$ cat src/rtl/alu_rr_arbiter.sv
// Round-robin arbiter sharing one combinational ALU between NREQ requesters.
// Optional macro ALU_ARB_ERR_EN adds rsp_err, flagging the unused opcodes 101..111.
module alu_rr_arbiter #(
  parameter int NREQ  = 2,
  parameter int WIDTH = 16
) (
  input  logic                     clk,
  input  logic                     rst,
  input  logic [NREQ-1:0]          req_valid,
  output logic [NREQ-1:0]          req_ready,
  input  logic [NREQ*WIDTH-1:0]    req_in1,
  input  logic [NREQ*WIDTH-1:0]    req_in2,
  input  logic [NREQ*3-1:0]        req_sel,
  output logic [WIDTH-1:0]         alu_in1,
  output logic [WIDTH-1:0]         alu_in2,
  output logic [2:0]               alu_sel,
  input  logic [WIDTH-1:0]         alu_out,
  output logic                     rsp_valid,
  output logic [$clog2(NREQ)-1:0]  rsp_id,
  output logic [WIDTH-1:0]         rsp_data,
`ifdef ALU_ARB_ERR_EN
  output logic                     rsp_err,
`endif
  input  logic                     rsp_ready
);

  localparam int IDW = $clog2(NREQ);
  localparam int IW  = IDW + 1;

  typedef enum logic [1:0] {
    IDLE = 2'd0,
    EXEC = 2'd1,
    RESP = 2'd2
  } state_t;

  state_t            state_r;
  state_t            state_nxt_s;
  logic [IDW-1:0]    ptr_r;
  logic [IDW-1:0]    ptr_nxt_s;
  logic [NREQ-1:0]   rot_s;
  logic [IDW-1:0]    off_s;
  logic [IDW-1:0]    grant_s;
  logic              any_valid_s;
  logic [WIDTH-1:0]  in1_s;
  logic [WIDTH-1:0]  in2_s;
  logic [2:0]        sel_s;
`ifdef ALU_ARB_ERR_EN
  logic              sel_err_s;
`endif

  // Modulo-NREQ addition that also works for non-power-of-two NREQ.
  function automatic logic [IDW-1:0] wrap_add(input logic [IDW-1:0] a, input logic [IDW-1:0] b);
    logic [IW-1:0] s;
    s = {1'b0, a} + {1'b0, b};
    if (s >= IW'(NREQ)) begin
      s = s - IW'(NREQ);
    end else begin
      s = s;
    end
    return s[IDW-1:0];
  endfunction

  // Rotate valids so ptr sits at bit 0, take the lowest set bit, rotate back.
  always_comb begin
    any_valid_s = |req_valid;
    rot_s       = NREQ'({req_valid, req_valid} >> ptr_r);
    off_s       = '0;
    for (int k = NREQ - 1; k >= 0; k--) begin
      off_s = rot_s[k] ? IDW'(k) : off_s;
    end
    grant_s   = wrap_add(ptr_r, off_s);
    ptr_nxt_s = wrap_add(rsp_id, IDW'(1));
  end

  // Operand mux for the current winner.
  always_comb begin
    in1_s = '0;
    in2_s = '0;
    sel_s = 3'b000;
    for (int i = 0; i < NREQ; i++) begin
      if (grant_s == IDW'(i)) begin
        in1_s = req_in1[i*WIDTH +: WIDTH];
        in2_s = req_in2[i*WIDTH +: WIDTH];
        sel_s = req_sel[i*3 +: 3];
      end else begin
        in1_s = in1_s;
        in2_s = in2_s;
        sel_s = sel_s;
      end
    end
  end

`ifdef ALU_ARB_ERR_EN
  // Opcodes above XOR are unused by the ALU.
  always_comb begin
    sel_err_s = (alu_sel >= 3'b101);
  end
`endif

  // FSM state register.
  always_ff @(posedge clk) begin
    if (rst) begin
      state_r <= IDLE;
    end else begin
      state_r <= state_nxt_s;
    end
  end

  // FSM next-state logic.
  always_comb begin
    state_nxt_s = state_r;
    case (state_r)
      IDLE: begin
        if (any_valid_s) begin
          state_nxt_s = EXEC;
        end else begin
          state_nxt_s = IDLE;
        end
      end
      EXEC: state_nxt_s = RESP;
      RESP: begin
        if (rsp_ready) begin
          state_nxt_s = IDLE;
        end else begin
          state_nxt_s = RESP;
        end
      end
      default: state_nxt_s = IDLE;
    endcase
  end

  // FSM outputs: one-hot accept to the winner while idle.
  always_comb begin
    req_ready = '0;
    if ((state_r == IDLE) && any_valid_s) begin
      req_ready = NREQ'(1) << grant_s;
    end else begin
      req_ready = '0;
    end
  end

  // Datapath: operand capture, result capture, pointer advance on response accept.
  always_ff @(posedge clk) begin
    if (rst) begin
      ptr_r     <= '0;
      alu_in1   <= '0;
      alu_in2   <= '0;
      alu_sel   <= 3'b000;
      rsp_valid <= 1'b0;
      rsp_id    <= '0;
      rsp_data  <= '0;
`ifdef ALU_ARB_ERR_EN
      rsp_err   <= 1'b0;
`endif
    end else begin
      case (state_r)
        IDLE: begin
          if (any_valid_s) begin
            alu_in1 <= in1_s;
            alu_in2 <= in2_s;
            alu_sel <= sel_s;
            rsp_id  <= grant_s;
          end
        end
        EXEC: begin
          rsp_valid <= 1'b1;
`ifdef ALU_ARB_ERR_EN
          rsp_err   <= sel_err_s;
          rsp_data  <= sel_err_s ? '0 : alu_out;
`else
          rsp_data  <= alu_out;
`endif
        end
        RESP: begin
          if (rsp_ready) begin
            rsp_valid <= 1'b0;
            ptr_r     <= ptr_nxt_s;
`ifdef ALU_ARB_ERR_EN
            rsp_err   <= 1'b0;
`endif
          end
        end
        default: begin
          rsp_valid <= 1'b0;
        end
      endcase
    end
  end

endmodule

$ cat config.mk
export PLATFORM = sky130hd
export DESIGN_NAME = alu_rr_arbiter
export DESIGN_NICKNAME = d
export VERILOG_FILES = /design/src/rtl/alu_rr_arbiter.sv
export SDC_FILE = /design/constraint.sdc
export NUM_CORES = 1
export LEC_CHECK = 0
export CELL_PAD_IN_SITES_DETAIL_PLACEMENT = 0
export CELL_PAD_IN_SITES_GLOBAL_PLACEMENT = 2
export CORE_ASPECT_RATIO = 1.2
export CORE_MARGIN = 10
export CORE_UTILIZATION = 19
export CTS_CLUSTER_DIAMETER = 200
export CTS_CLUSTER_SIZE = 28
export DETAILED_ROUTE_END_ITERATION = 6
export GPL_TIMING_DRIVEN = 1
export PLACE_DENSITY_LB_ADDON = 0.3
export REMOVE_ABC_BUFFERS = 1
export SLEW_MARGIN = 30
export SYNTH_ARGS = -nofsm -noshare
export SYNTH_HDL_FRONTEND = slang
export SYNTH_SLANG_ARGS = --single-unit
$ cat constraint.sdc
create_clock -name clk -period 1.59 [get_ports clk]
set_input_delay 0.159 -clock clk [delete_from_list [all_inputs] [get_ports clk]]
set_output_delay 0.159 -clock clk [all_outputs]
set_load 0.1 [all_outputs]
# --- Yosys cells after proc, flatten, opt, wreduce, memory -nomap -nowiden ---
# Index checks and enable logic that the tools add are counted.
totals:
  inputBits: 91
  ff_bits: 56
  elab_cells: 39
  output_inout_bits: 55
classes:
  reduce_logical: 6
  n_shift: 2
  mux: 13
  add_sub_neg: 4
  eq_ne: 3
  n_bitwise: 1
  magnitude_cmp: 2
op_table:
  columns: ["op", "count"]
  rows:
  - ["$mux W16", 2]
  - ["$mux W1", 6]
  - ["$pmux W2 S3", 1]
  - ["$reduce_and A2 Y1", 3]
  - ["$ge A2 B2 Y1 const B", 2]
  - ["$mux W2", 2]
  - ["$shr A4 B1 Y2", 1]
  - ["$mux W3", 1]
  - ["$pmux W1 S3", 1]
  - ["$add A1 B1 Y2", 1]
  - ["$add A1 B1 Y2 const B", 1]
  - ["$eq A2 B1 Y1 const B", 1]
  - ["$eq A2 B2 Y1 const B", 1]
  - ["$logic_not A2 Y1", 1]
  - ["$ne A2 B2 Y1 const B", 1]
  - ["$reduce_or A2 Y1", 1]
  - ["$shl A1 B1 Y2 const A", 1]
  - ["$sub A1 B1 Y1 const B", 2]
  - ["$logic_and A1 B1 Y1", 1]
  - ["$not A1 Y1", 1]

# --- Depth between registers and ports, before layout ---
# Gate-level depths: netlist of the first run.
depth:
  depth_word: 8
  depth_mapped: 6
  depth_no_buf: 3

# --- Worst setup path before layout of the first run ---
# No wires, ideal clock.
synth_path:
  path_kind: "register -> output"
  start: "register state_r[1]"
  end: "output port req_ready[0]"
  n_path_buf: 2
  path_slack_ns: -0.326
  stages_incl_launch_ff: 5
  t_arrival_ns: 1.757
  required_ns: 1.431
  cell_sequence: "dfxtp_1 buf_2 a211oi_4 buf_6 and2_1"
synth_via:
  elab_chain_cells: 3
synth_rtl:
  columns: ["element", "line", "source"]
  rows:
  - ["from (decl)", "36", "state_t state_r;"]
  - ["from (signal assigned)", "105", "state_r <= state_nxt_s;"]
  - ["$logic_not A2 Y1", "135", "if ((state_r == IDLE) && any_valid_s) begin"]
  - ["$logic_and A1 B1 Y1", "135", null]
  - ["$mux W2", "135", null]
  - ["to (decl)", "10", "output logic [NREQ-1:0] req_ready,"]
# No other way between the ends.

# --- Worst setup path after layout of the first run ---
layout_path:
  start: "register state_r[0]"
  end: "output port req_ready[0]"
# The elaborated chain is that of the path after synthesis.

==> metrics, run 1 <==
run status finished, final reports clean; wirelength, routed between 10000 and 15000 um; worst-margin pin slew between 0.5 and 0.6 ns; Final Net Count ~530; routed wire length per instance between 15 and 20 um; synth-to-layout area growth 97.64%; vias in the first global route between 3000 and 4000; startpoint-to-endpoint class of the critical path reg -> out; share of layout cells above drive strength 1 0.2027; gr usage total 0.1207; Core Util, Final 0.3815; H-tree Lvls 2; hold-fix buffer count after cts 0; Hold Vio Cnt, Final 0; share of the yosys chip area belonging to registers 0.4604; synthesized area ~0.0024 mm^2; placement row count 45; CP Launch Point state_r[0]; Comb power frac 0.412; part of the power in registers 0.324; Critical Path Start Type flop; clock period minus worst slack between 1.5 and 2 ns; average via count per standard cell 4.751; setup slack on the worst flop-to-flop path between 0.2 and 0.25 ns; Crit Reg-Reg Startpoint state_r[0]; number of maximum-capacitance constraint violations 0; net switching component of the power about 0.0019 W; Worst Hold Depth 3; net switching fraction of the power 0.3801; worst reg-to-reg path cell count 5; Resized cells post-CTS 0; Met3 Routed Length between 1000 and 1500 um; pwr/cell area approximately 1100 mW/mm^2; part of the cycle the worst path needs 0.9516; static leakage approximately 1.7 nW; Clk Tree Root Cell clkbuf_16; Vias 2865; TritonCTS buffer count 5; share of total power in the clock network 0.264; Mapped Avg Cell Area around 8.0 um^2; synth unique cells 23; Final Instance Area between 0.004 and 0.005 mm^2; worst hold-check path type in -> reg; initial core utilization 0.1931; sinks on the clock net 56; critical path's slowest cell dfxtp_1; Post-Place Cell Area between 0.004 and 0.005 mm^2; Post-Syn Instances ~300; die span in x 123.3 um; biggest area contributors in the synthesized netlist dfxtp_1, a31oi_1, nand4_1; register bit total from synthesis between 50 and 60; upper clock frequency limit ~660 MHz; length of the first detailed-routing pass in iterations 4; # port buffers around 150; global-route wire length before repair approximately 17000 um; ports placed on the boundary 146; arrival time of data at the critical path endpoint 1.35 ns; wire length on met2 a little over 5000 um; Die Outline Area roughly 0.018 mm^2; latest clock arrival within the worst-skew pair 0.29 ns; Worst VDD drop 0.0004205 V; y dimension of the die ~140 um; drc violations 0; number of warning messages in the yosys log 0; diodes inserted 0; Final HPWL DP roughly 8000 um; Final Max Tran Viols 0; required time at the endpoint of the critical path between 1 and 1.5 ns; unrepaired setup endpoints after global routing no; cell accounting for the most synthesized area dfxtp_1; global-route congestion overflow total 0; largest net degree at the start of global routing 57; cell-internal power 0.003158 W; leading cell type in the layout, fill and taps excluded clkdlybuf4s50_1; total design power about 0.0051 W; maximum count of clock buffers along a single path 2; initial antenna violation count 0; uppermost routed layer met4; number of nets with antenna violations after routing 0; met1 wire length between 4000 and 5000 um; global placer's final weighted congestion 0.7242; worst slew slack as a fraction of its limit 0.6258; cell chain of the critical path a211oi_4, and2_1, buf_12; clock transition time at the flip-flop clock pins of the worst setup and hold paths roughly 0.07 ns; core box area about 0.013 mm^2; TritonCTS clock tree done; Final setup viols 0; CP Capture Type output pin; slowest stage delay, CP ~0.41 ns; largest clock skew in the final design about 0.0045 ns; Max Fanout on Critical Path 8; DRC violation total after the first TritonRoute iteration 95; min-delay src rst; commonest non-fill, non-tap cells in the layout clkdlybuf4s50_1, dfxtp_1, buf_12; share of the synthesized area in the top cell type 0.4604
[routing by layer]
metal,global-route usage,vias to the layer above
met4,0.02701,0
met1,0.1484,1355
met5,0,-
li1,-,1381
met2,0.1934,120
met3,0.04758,9
[power by group through the flow]
stage / Sequential [W] / Clock (W) / Combinational (W)
after floorplan: 0.00241 / 0 / 0.000335
after global placement: 0.00168 / 0 / 0.00210
after global routing: 0.00166 / 0.00142 / 0.00220
after detailed placement: 0.00168 / 0 / 0.00210
after CTS: 0.00165 / 0.00140 / 0.00211
final: 0.00165 / 0.00134 / 0.00210
[state kept, by name (all words and copies together), names as in the netlist]
| signal | count |
|---|---|
| alu_sel | 3 |
| state_r | 2 |
| rsp_data | 16 |
| rsp_id | 1 |
| alu_in2 | 16 |
| alu_in1 | 16 |
| ptr_r | 1 |
| rsp_valid | 1 |
[layout make-up]
cell class / instances / area (um^2)
clock buffer: 7 / 152.6
clock inverter: 1 / 30.03
fill: 1279 / 7800
inverter: 1 / 3.754
multi-input combinational: 209 / 1130
sequential: 56 / 1121
tap: 164 / 205.2
timing repair buffer: 165 / 2170
[logic make-up (layout without fill, tap and decap cells)]
family	after synthesis	after routing	share of synthesized area
buf+inv	38	174	0.07759
compound gates	91	91	0.2122
simple gates	118	118	0.2497
flops	56	56	0.4604
[worst paths after layout]
kind / to
worst max-delay path: req_ready[0]
worst min-delay path: state_r[1]
worst max register to register: alu_in2[6]
worst min register to register: rsp_data[8]
[critical path, delay by kind of cell (launching register included)]
family / cells / cell delay (ns)
simple gates: 1 / 0.20
buf+inv: 1 / 0.18
flops: 1 / 0.41
compound gates: 1 / 0.26
[repair_timing]
item	CTS	global route
hold endpoints to repair	0	0
setup buffers	1	0
endpoints found under the setup margin	1	0
[through the flow]
stage	worst slack, ns	instances	setup TNS [ns]	hold slack, ns
detailed placement	0.1336	593	0	0.4854
CTS	0.05876	602	0	0.3399
global route	0.02247	603	0	0.3540
floorplan	-0.6209	266	-1.067	0.2281
finish	0.07703	603	0	0.3376
global placement	0.1420	593	0	0.4790
[Yosys cell counts]
cell type / instances
inv_1: 1
nor2_1: 4
dfxtp_1: 56
nor2b_1: 2
and3b_1: 1
nor2_4: 1
buf_2: 13
buf_1: 2
nand4_1: 35
or2_1: 1
nand2_1: 32
nor3_1: 2
a211oi_4: 1
buf_6: 4
a31oi_1: 35
and2_1: 1
nor2_2: 1
nand2b_1: 2
o21ai_1: 36
nand3_1: 36
a21oi_1: 18
clkbuf_1: 18
a211oi_1: 1
No activity file was read; power rests on OpenSTA's default activity.
==> run 2: changes to the inputs <==
--- a/config.mk
+++ b/config.mk
@@ -16,7 +16,6 @@
 export GPL_TIMING_DRIVEN = 1
 export PLACE_DENSITY_LB_ADDON = 0.3
 export REMOVE_ABC_BUFFERS = 1
-export SLEW_MARGIN = 30
 export SYNTH_ARGS = -nofsm -noshare
 export SYNTH_HDL_FRONTEND = slang
 export SYNTH_SLANG_ARGS = --single-unit
==> metrics, run 2 (same netlist as run 1, synthesis figures left out) <==
worst-margin pin slew 0.9699 ns; sinks on the clock net between 50 and 60; worst hold-check path type in -> reg; total design power approximately 0.005 W; die span in x 123.3 um; sequential cell area in the final layout roughly 0.0011 mm^2; y dimension of the die 144.0 um; Final HPWL DP ~8000 um; diodes inserted 0; Clk Tree Root Cell clkbuf_16; Hold Vio Cnt, Final 0; CP Capture Type output pin; global-route wire length before repair about 17000 um; H-tree Lvls 2; # Post-CTS Setup Buffers 1; Final Instance Area 0.004785 mm^2; global-route congestion overflow total 0; final worst-path setup slack around 0.074 ns; clock period minus worst slack approximately 1.5 ns; setup slack on the worst flop-to-flop path around 0.20 ns; average via count per standard cell about 4.7; Max Fanout on Critical Path 8; clock transition time at the flip-flop clock pins of the worst setup and hold paths about 0.07 ns; worst hold margin roughly 0.34 ns; combined area of the multi-input logic cells roughly 0.0011 mm^2; length of the first detailed-routing pass in iterations 7; number of nets with antenna violations after routing 0; commonest non-fill, non-tap cells in the layout clkdlybuf4s50_1, dfxtp_1, buf_12; pwr/cell area between 1000 and 1500 mW/mm^2; routed wire length per instance about 18 um; upper clock frequency limit approximately 660 MHz; required time at the endpoint of the critical path roughly 1.4 ns; Final setup viols 0; core box area about 0.013 mm^2; initial antenna violation count 0; vias in the first global route 3034; worst slew slack as a fraction of its limit 0.3519; placement row count 45; Final Net Count around 530; leading cell type in the layout, fill and taps excluded clkdlybuf4s50_1; maximum count of clock buffers along a single path 2; Critical Path Start Type flop; run status finished, final reports clean; registers with the highest flip-flop counts alu_in1 x16, alu_in2 x16, rsp_data x16; Die Outline Area 0.01776 mm^2; synth-to-layout area growth 96.51%; Core Util, Final 0.3794; fill count 1278; TritonCTS buffer count 5; largest clock skew in the final design approximately 0.0035 ns; startpoint-to-endpoint class of the critical path reg -> out; latest clock arrival within the worst-skew pair 0.29 ns; share of layout cells above drive strength 1 0.2009; global placer's final weighted congestion 0.7242; Worst VDD drop 0.0004247 V; number of maximum-capacitance constraint violations 0; ports placed on the boundary between 100 and 150; largest net degree at the start of global routing 57; TritonCTS clock tree done; Resized cells post-CTS 0; Vias ~2900; hold-fix buffer count after cts 0; post-placement setup slack 0.1336 ns; gr usage total 0.1207; initial core utilization 0.1931; drc violations 0; static leakage 1.710 nW; unrepaired setup endpoints after global routing no; # port buffers roughly 150; part of the cycle the worst path needs 0.9533; Final Max Tran Viols 0; wirelength, routed 11060 um; DRC violation total after the first TritonRoute iteration 95; arrival time of data at the critical path endpoint 1.36 ns; Post-Place Cell Area roughly 0.0046 mm^2
run 2: changes by cell type in the layout (fill, tap and decap cells not counted):
cell    change
buf_16      -1
run 2: layer usage:
layer	wire, um	global-route usage
met3	1111	0.04758
met2	5045	0.1934
met5	0	0
met1	4779	0.1484
met4	120	0.02701
run 2: cell type report:
cell class / count / area share
Sequential cell: 56 / 0.2343
Clock inverter: 1 / 0.006276
Tap cell: 164 / 0.04289
Timing Repair Buffer: 164 / 0.4477
Clock buffer: 7 / 0.03190
Multi-Input combinational cell: 209 / 0.2361
Inverter: 1 / 0.0007845
run 2: worst paths after layout:
path | start | end | depth (start not counted)
hold reg to reg | rsp_data[0] | rsp_data[0] | 2
setup reg to reg | state_r[0] | alu_in2[4] | 4
hold / removal | rst | state_r[1] | 3
setup / recovery | state_r[0] | req_ready[0] | 3
run 2: critical path: stages (launching register included):
cell and delay [ns]:
dfxtp_1 0.42, a211oi_4 0.26, and2_1 0.20, buf_12 0.18
run 2: through the flow:
step | setup TNS (ns) | instances
2_1_floorplan | -1.067 | 266
3_3_place_gp | 0 | 593
3_5_place_dp | 0 | 593
4_1_cts | 0 | 602
5_1_grt | 0 | 602
6_report | 0 | 602
run 2: power by group:
part           switching [W]  internal (W)  total (W)
Combinational        0.00129      0.000800    0.00209
Clock               0.000518      0.000831    0.00135
Sequential          0.000132       0.00152    0.00165
==> run 3: changes to the inputs <==
--- a/config.mk
+++ b/config.mk
@@ -6,10 +6,10 @@
 export NUM_CORES = 1
 export LEC_CHECK = 0
 export CELL_PAD_IN_SITES_DETAIL_PLACEMENT = 0
-export CELL_PAD_IN_SITES_GLOBAL_PLACEMENT = 2
+export CELL_PAD_IN_SITES_GLOBAL_PLACEMENT = 1
 export CORE_ASPECT_RATIO = 1.2
 export CORE_MARGIN = 10
-export CORE_UTILIZATION = 19
+export CORE_UTILIZATION = 25
 export CTS_CLUSTER_DIAMETER = 200
 export CTS_CLUSTER_SIZE = 28
 export DETAILED_ROUTE_END_ITERATION = 6
==> metrics, run 3 (same netlist as run 1, synthesis figures left out) <==
setup TNS after final layout 0 ns; latest clock arrival within the worst-skew pair slightly below 0.3 ns; wire length on met2 about 4800 um; commonest non-fill, non-tap cells in the layout clkdlybuf4s50_1, buf_12, dfxtp_1; dpl cells ~550; core box area 0.009515 mm^2; share of layout cells above drive strength 1 0.2032; number of maximum-capacitance constraint violations 0; static leakage 1.721 nW; TritonCTS buffer count 5; global-route wire length before repair 16370 um; clock transition time at the flip-flop clock pins of the worst setup and hold paths 0.07 ns; pwr/cell area between 1000 and 1500 mW/mm^2; registers with the highest flip-flop counts alu_in1 x16, alu_in2 x16, rsp_data x16; Resized cells post-CTS 0; H-tree Lvls 2; sinks on the clock net 56; setup slack on the worst flop-to-flop path about 0.24 ns; clock period minus worst slack 1.491 ns; largest net degree at the start of global routing 28; Met3 Routed Length about 1100 um; drc violations 0; fill count between 800 and 900; gr usage total 0.1427; largest clock skew in the final design between 0.006 and 0.007 ns; average via count per standard cell ~5.1; Critical Path Start Type primary input; y dimension of the die 128.1 um; diodes inserted 0; CP Capture Type output pin; Max Fanout on Critical Path 14; upper clock frequency limit 670.5 MHz; wirelength, routed slightly above 10000 um; length of the first detailed-routing pass in iterations 4; total design power 0.004999 W; met1 wire length between 4000 and 5000 um; global placer's final weighted congestion approximately 0.75; Worst VDD drop about 0.00045 V; run status finished, final reports clean; die span in x between 100 and 150 um; Clk Tree Root Cell clkbuf_16; worst-margin pin slew between 0.5 and 0.6 ns; Finished Layout Cells roughly 560; hold-fix buffer count after cts 0; Die Outline Area between 0.01 and 0.015 mm^2; vias in the first global route 3072; initial core utilization 0.2559; part of the cycle the worst path needs 0.9380; required time at the endpoint of the critical path about 1.4 ns; worst hold margin 0.3249 ns; Final Max Tran Viols 0; global-route congestion overflow total 0; Final HPWL DP 7720 um; # Post-CTS Setup Buffers 0; worst slew slack as a fraction of its limit 0.6590; leading cell type in the layout, fill and taps excluded clkdlybuf4s50_1; Hold Vio Cnt, Final 0; unrepaired setup endpoints after global routing no; ports placed on the boundary roughly 150; placement row count 39; routed wire length per instance 18.23 um; uppermost routed layer met4; Final Net Count approximately 530; number of nets with antenna violations after routing 0; maximum count of clock buffers along a single path 2; synth-to-layout area growth 96.40%; arrival time of data at the critical path endpoint between 1 and 1.5 ns; # port buffers ~150; Final setup viols 0; Vias ~2900; worst hold-check path type in -> reg; TritonCTS clock tree done; DRC violation total after the first TritonRoute iteration 145; startpoint-to-endpoint class of the critical path in -> out; initial antenna violation count 0
[run 3: final timing paths]
check | depth (start not counted) | end | start
setup / recovery | 6 | req_ready[1] | req_valid[0]
hold / removal | 3 | alu_in1[13] | req_valid[1]
setup reg to reg | 4 | alu_in1[10] | state_r[0]
hold reg to reg | 2 | rsp_data[10] | rsp_data[10]
[run 3: metal layers]
| metal | vias to the layer above | global-route usage |
|---|---|---|
| met3 | 2 | 0.05131 |
| met1 | 1328 | 0.1779 |
| li1 | 1392 | - |
| met2 | 128 | 0.2316 |
| met4 | 0 | 0.02650 |
| met5 | - | 0 |
[run 3: power by group]
group / internal (W) / leakage [nW] / switching, W
clock: 0.000749 / 0.0840 / 0.000511
combinational: 0.000812 / 1.18 / 0.00128
sequential: 0.00152 / 0.460 / 0.000131
total: 0.00308 / 1.72 / 0.00192
[run 3: stage by stage]
step	worst slack, ns	util	instance area, um^2
finish	0.09856	0.5026	4782
global route	0.02716	0.5026	4782
CTS	0.02004	0.5022	4778
detailed placement	0.02113	0.4840	4606
global placement	0.03818	0.4840	4606
floorplan	-0.6209	-	2250
[run 3: final cells by class]
| cell class | count | area, um^2 | area share |
|---|---|---|---|
| multi-input combinational | 209 | 1132 | 0.2368 |
| tap | 123 | 153.9 | 0.03218 |
| timing repair buffer | 164 | 2197 | 0.4594 |
| inverter | 1 | 3.754 | 0.0007849 |
| sequential | 56 | 1122 | 0.2347 |
| clock buffer | 5 | 125.1 | 0.02616 |
| clock inverter | 3 | 47.55 | 0.009942 |
[run 3: worst max-delay path: stages]
cell	delay (ns)
clkdlybuf4s50_1	0.44
buf_12	0.17
nand2b_2	0.11
nand3_1	0.13
inv_1	0.14
buf_12	0.18
